File: src/rtl/mem_pkg.sv
// mem_pkg: shared tile types, default sizes and region offsets for the operand register file
package mem_pkg;
    localparam int WIDTH        = 16;
    localparam int NUM_INPUTS   = 4;
    localparam int NUM_REGS     = 16;
    localparam int TOTAL_INPUTS = 2 * NUM_INPUTS;
    localparam int N1_BASE      = 0;
    localparam int N2_BASE      = NUM_INPUTS;
    localparam int CFG_IDX      = 2 * NUM_INPUTS;
    typedef logic [WIDTH-1:0] word_t;
endpackage

File: src/rtl/mem_region_wr.sv
// mem_region_wr: W x N word slice loaded whole on enable, cleared by async active-low reset
module mem_region_wr #(
    parameter int W = 16,
    parameter int N = 1
) (
    input  logic                clk,
    input  logic                reset,
    input  logic                en,
    input  logic [N-1:0][W-1:0] d,
    output logic [N-1:0][W-1:0] q
);
    // load the full region in one edge so a reader never sees a mixed vector
    always_ff @(posedge clk or negedge reset)
        if (!reset) q <= '0;
        else if (en) q <= d;
endmodule

File: src/rtl/mem.sv
// mem: operand register file collecting two neighbour vectors and a config scalar for the vector FU
module mem
    import mem_pkg::*;
#(
    parameter  int width        = WIDTH,
    parameter  int num_regs     = NUM_REGS,
    parameter  int num_inputs   = NUM_INPUTS,
    localparam int total_inputs = 2 * num_inputs
) (
    input  logic                                 clk,
    input  logic                                 reset,
    input  logic                                 on_off,
    input  logic                                 write_en1,
    output logic                                 write_rdy1,
    input  logic [num_inputs-1:0][width-1:0]     w_data_in1,
    input  logic                                 write_en2,
    output logic                                 write_rdy2,
    input  logic [num_inputs-1:0][width-1:0]     w_data_in2,
    input  logic                                 write_en3,
    output logic                                 write_rdy3,
    input  logic [width-1:0]                     w_data_in3,
    output logic                                 write_ack,
    output logic [total_inputs:0][width-1:0]     r_data_out,
    output logic                                 on_off_vector_fu
);
    if (num_regs < total_inputs + 1) begin : g_size_check
        $error("mem: num_regs must be at least 2*num_inputs+1");
    end

    logic                            rdy, acc1, acc2, acc3;
    logic [num_inputs-1:0][width-1:0] q1, q2;
    logic [0:0][width-1:0]           q3;

    assign rdy        = reset & ~on_off;
    assign write_rdy1 = rdy;
    assign write_rdy2 = rdy;
    assign write_rdy3 = rdy;
    assign acc1       = write_en1 & rdy;
    assign acc2       = write_en2 & rdy;
    assign acc3       = write_en3 & rdy;

    mem_region_wr #(.W(width), .N(num_inputs)) u_n1 (
        .clk(clk), .reset(reset), .en(acc1), .d(w_data_in1), .q(q1)
    );
    mem_region_wr #(.W(width), .N(num_inputs)) u_n2 (
        .clk(clk), .reset(reset), .en(acc2), .d(w_data_in2), .q(q2)
    );
    mem_region_wr #(.W(width), .N(1)) u_cfg (
        .clk(clk), .reset(reset), .en(acc3), .d(w_data_in3), .q(q3)
    );

    // regions are disjoint, so the operand bus is a plain concatenation in index order
    assign r_data_out = {q3, q2, q1};

    // ack any accepted write one cycle later; FU enable follows on_off by one edge
    always_ff @(posedge clk or negedge reset)
        if (!reset) begin
            write_ack        <= 1'b0;
            on_off_vector_fu <= 1'b0;
        end else begin
            write_ack        <= acc1 | acc2 | acc3;
            on_off_vector_fu <= on_off;
        end
endmodule

File: config.mk
export PLATFORM = sky130hd
export DESIGN_NAME = mem
export DESIGN_NICKNAME = d
export VERILOG_FILES = /design/src/rtl/mem_pkg.sv /design/src/rtl/mem_region_wr.sv /design/src/rtl/mem.sv
export SDC_FILE = /design/constraint.sdc
export NUM_CORES = 1
export LEC_CHECK = 0
export BUFFER_PORTS_ARGS = -buffer_cell sky130_fd_sc_hd__clkbuf_2
export CAP_MARGIN = 40
export CORE_ASPECT_RATIO = 0.7
export CORE_MARGIN = 1.5
export CORE_UTILIZATION = 30
export CTS_BUF_LIST = sky130_fd_sc_hd__clkbuf_8 sky130_fd_sc_hd__clkbuf_16
export CTS_CLUSTER_SIZE = 24
export DETAILED_ROUTE_END_ITERATION = 8
export PLACE_DENSITY = 0.67
export SYNTH_ARGS = -nofsm -noshare
export SYNTH_HDL_FRONTEND = slang
export SYNTH_SLANG_ARGS = --single-unit
File: constraint.sdc
create_clock -name clk -period 1.6 [get_ports clk]
set_input_delay 0.16 -clock clk [delete_from_list [all_inputs] [get_ports clk]]
set_output_delay 0.16 -clock clk [all_outputs]
set_load 0.1 [all_outputs]
Word-level counts from Yosys, hierarchy flattened
Cells that the tools add are included.

storage, ports and cells
  register bits after elaboration = 146
  input port bits = 150

operators by class
  bitwise logic cells = 7

operator list
  cell               number
  1-bit bitwise AND  4
  1-bit bitwise OR   2
  1-bit inverter     1

Longest topological paths before layout
  depth in word-level cells = 5
  gate-level depth with buffers = 4
  gate-level depth less buffers = 2

Cells and area by module
A second synthesis with hierarchy kept.

second synthesis, totals
  cell total of the unflattened synthesis = 313
  area total of the unflattened synthesis = 6117.1 µm²

by module, submodules not included
  module                    instances  cells an instance  area an instance (µm²)  seq. area each (µm²)
  mem_region_wr (u_n1 ...)  2          135                2678.8                  1601.5
  mem_region_wr (u_cfg)     1          34                 649.4                   400.4
  mem                       1          9                  110.1                   50.0

Least setup slack after synthesis
No wires, ideal clock.

  kind = register -> register
  start point = register u_cfg.q[0] (netlist name)
  end point = register u_cfg.q[0] (netlist name)
  arrival = 1.134 ns
  required time = 1.474 ns
  slack = 0.340 ns
  stages on the path, launching flop included = 2
  path buffers = 0
  period minus slack after synthesis = 1.260 ns
  path through = dfrtp_1 > mux2_2

RTL lines
  element               RTL line             source
  end signal, assigned  mem_region_wr.sv:14  if (!reset) q <= '0;
  end signal, assigned  mem_region_wr.sv:15  else if (en) q <= d;
  end, declared         mem_region_wr.sv:10  output logic [N-1:0][W-1:0] q

Worst setup path in the final report
  start point = input on_off
  end point = output write_rdy3

on the way
  word-level cells in the longest chain between the ends = 2

RTL lines
  element            RTL line   source
  start, declared    mem.sv:12  input logic on_off,
  1-bit inverter     mem.sv:34  assign rdy = reset & ~on_off;
  1-bit bitwise AND  mem.sv:34
  end, declared      mem.sv:20  output logic write_rdy3,

No other way between the ends.

==> impl_metrics.tcl <==
set metrics [dict create \
    totalWireLength_mm 14.9 \
    path_buf_inv 3 \
    syn_nets 462 \
    drv_cap 0 \
    comb_power_share_pct 44.9 \
    cp_slowest_cell "dlygate4sd3_1" \
    fillerInstances 1469 \
    setup_viol 0 \
    crit_start "on_off" \
    synthesis.area_mm2 0.00550 \
    worstSetupEndpointType "primary output" \
    relSlewSlack_pct 58.9 \
    tightest_slew_ps 617 \
    p_sw_share_pct 48.3 \
    pin_count 299 \
    clkTransAtPathRegs_ps 60 \
    drive_above_1_share_pct 61.6 \
    fin_skew_ps 0 \
    final_net_count 914 \
    crit_chain "dlygate4sd3_1 > clkbuf_2 > and2b_2 > buf_12" \
    p_leak_uw 0.00459 \
    route.detailed.drc 0 \
    finalCritPeriodShare_pct 96.2 \
    first_pass_iters 4 \
    mostFrequentLayoutCell "clkbuf_2" \
    clock-root-buffer "clkbuf_16" \
    power.switching_uw 7930 \
    hpwl_mm 9.81 \
    placed_area_mm2 0.00722 \
    hp-class "input pin to flop" \
    grt_first_pass_wirelength_mm 23.0 \
    die_width_um 165 \
    place_ws_ps 175 \
    crit_arrival_ps 1380 \
    diodes 0 \
    grtUsageTotal_pct 15.8 \
    finalSetupTns_ps 0 \
    synth_seq_area_share_pct 66.5 \
    die-area_mm2 0.0192 \
    critPathRequiredTime_ps 1440 \
    port_buffers 298 \
    die_y_um 116 \
    clock_sinks 146 \
    slew_viol_final 0 \
    via_per_inst 4.26 \
    cpLargestDelayFamily "buffers and inverters" \
    hold_path.startpoint "w_data_in1[48]" \
    max_stage_delay_ps 540 \
    power_density_mw_per_mm2 1760 \
    yosys_warnings 0 \
    routabilityCongestion 0.766 \
    reg2reg_slack_ps 810 \
    hold_viol_final 0 \
    critPathKind "input pin to primary output" \
    syn-instance-count 312 \
    synth.distinct_cells 9 \
    cts_tree "done" \
    rsz0062_at_grt "no" \
    start_util_pct 30.5 \
    internal-power_uw 8510 \
    ir_worst_vdd_uv 1150 \
    syn_avg_cell_area_um2 17.6 \
    max_freq_mhz 649 \
    synth-seq-cells 146 \
    clk_latency_ps 420 \
    drtIter0Drc 228 \
    cts_buffer_depth 2 \
    antenna_found_initial 0 \
    rows 41 \
    final_cell_mix "clkbuf_2 (294), dlygate4sd3_1 (147), dfrtp_1 (146)" \
    grt-ovfl-total 0 \
    core_area_mm2 0.0180 \
    final_util_pct 51.8 \
    finish.instance_area_mm2 0.00933 \
    cts_setup_buffers 0 \
    wl_per_cell_um 14.8 \
    num_vias 4312 \
    grt_pass1_vias 4671 \
    area_growth_pct 69.8 \
    ant_nets 0 \
    p_seq_share_pct 29.0 \
    cts_inserted_buffers 17 \
    finalPower_uw 16400 \
    p_clk_share_pct 26.1 \
    timing.final.crit_period_ps 1540 \
    crit_fanout 5 \
    htree_levels 4 \
    grt_max_degree 65 \
    r2r-start "u_n1.q[60]$_DFFE_PN0P_" \
    status "finished clean" \
    crit_path_start_kind "input pin" \
    layout_setup_ws_ps 60.2 \
]
==> per-stage QoR <==
| stage | hold WS [ps] | std cells |
|---|---|---|
| 2_1_floorplan | -136 | 312 |
| 3_3_place_gp | -51.8 | 834 |
| 3_5_place_dp | -48.4 | 834 |
| 4_1_cts | 1.49 | 1011 |
| 5_1_grt | 4.61 | 1012 |
| 6_report | 21.7 | 1012 |
==> kinds of logic after synthesis <==
group | count (synthesis) | share of synthesized area (%)
simple gates | 4 | 0.637
flops | 146 | 66.5
mux | 144 | 29.5
buf+inv | 17 | 3.25
compound gates | 1 | 0.159
==> power groups by stage <==
stage,combinational [uW],sequential (uW),clock [uW]
final,7380,4770,4290
after global routing,7590,4850,4630
after CTS,7390,4760,4420
after detailed placement,7100,4820,0
after global placement,7050,4780,0
after floorplan,750,9900,0
==> synthesized netlist by cell type, drive strengths merged <==
| master | number | share of area (%) |
|---|---|---|
| mux2 | 144 | 29 |
| clkbuf | 1 | 0.25 |
| nand3b | 3 | 0.48 |
| buf | 16 | 3.0 |
| and2b | 1 | 0.16 |
| dfrtp | 146 | 66 |
| o31a | 1 | 0.16 |
==> routing by layer <==
layer  up-vias  track usage (%)  wire length (um)
met5         -                0                 0
met4         0             7.75               446
met3        40             5.43              1070
met2       198             27.8              7550
met1      2074             17.2              5870
li1       2000                -                 -
==> timing repair <==
item	CTS	global route
hold buffers	146	1
resized for setup	0	1
hold endpoints to repair	241	1
setup endpoints to repair	0	49
==> layout make-up <==
class	instances	area, um2	area share, %
flip-flops and latches	146	3650	39.1
repair buffers	450	3080	33.0
multi-input cells	149	1670	17.8
clock buffers	17	425	4.56
well taps	236	295	3.16
clock inverters	14	213	2.28
==> flip-flops by register name, indices dropped and copies added, names as in the netlist <==
| name | cells |
|---|---|
| u_n1.q | 64 |
| u_n2.q | 64 |
| u_cfg.q | 16 |
| on_off_vector_fu | 1 |
| write_ack | 1 |
==> worst paths after layout <==
check	endpoint	depth (start not counted)
max	write_rdy3	4
min	u_n1.q[48]$_DFFE_PN0P_	2
max reg2reg	u_n1.q[60]$_DFFE_PN0P_	1
min reg2reg	u_n2.q[45]$_DFFE_PN0P_	1
max in group asynchronous	u_n1.q[21]$_DFFE_PN0P_	4
min in group asynchronous	u_cfg.q[15]$_DFFE_PN0P_	2
Note: power is estimated with default switching activity, not from simulation.
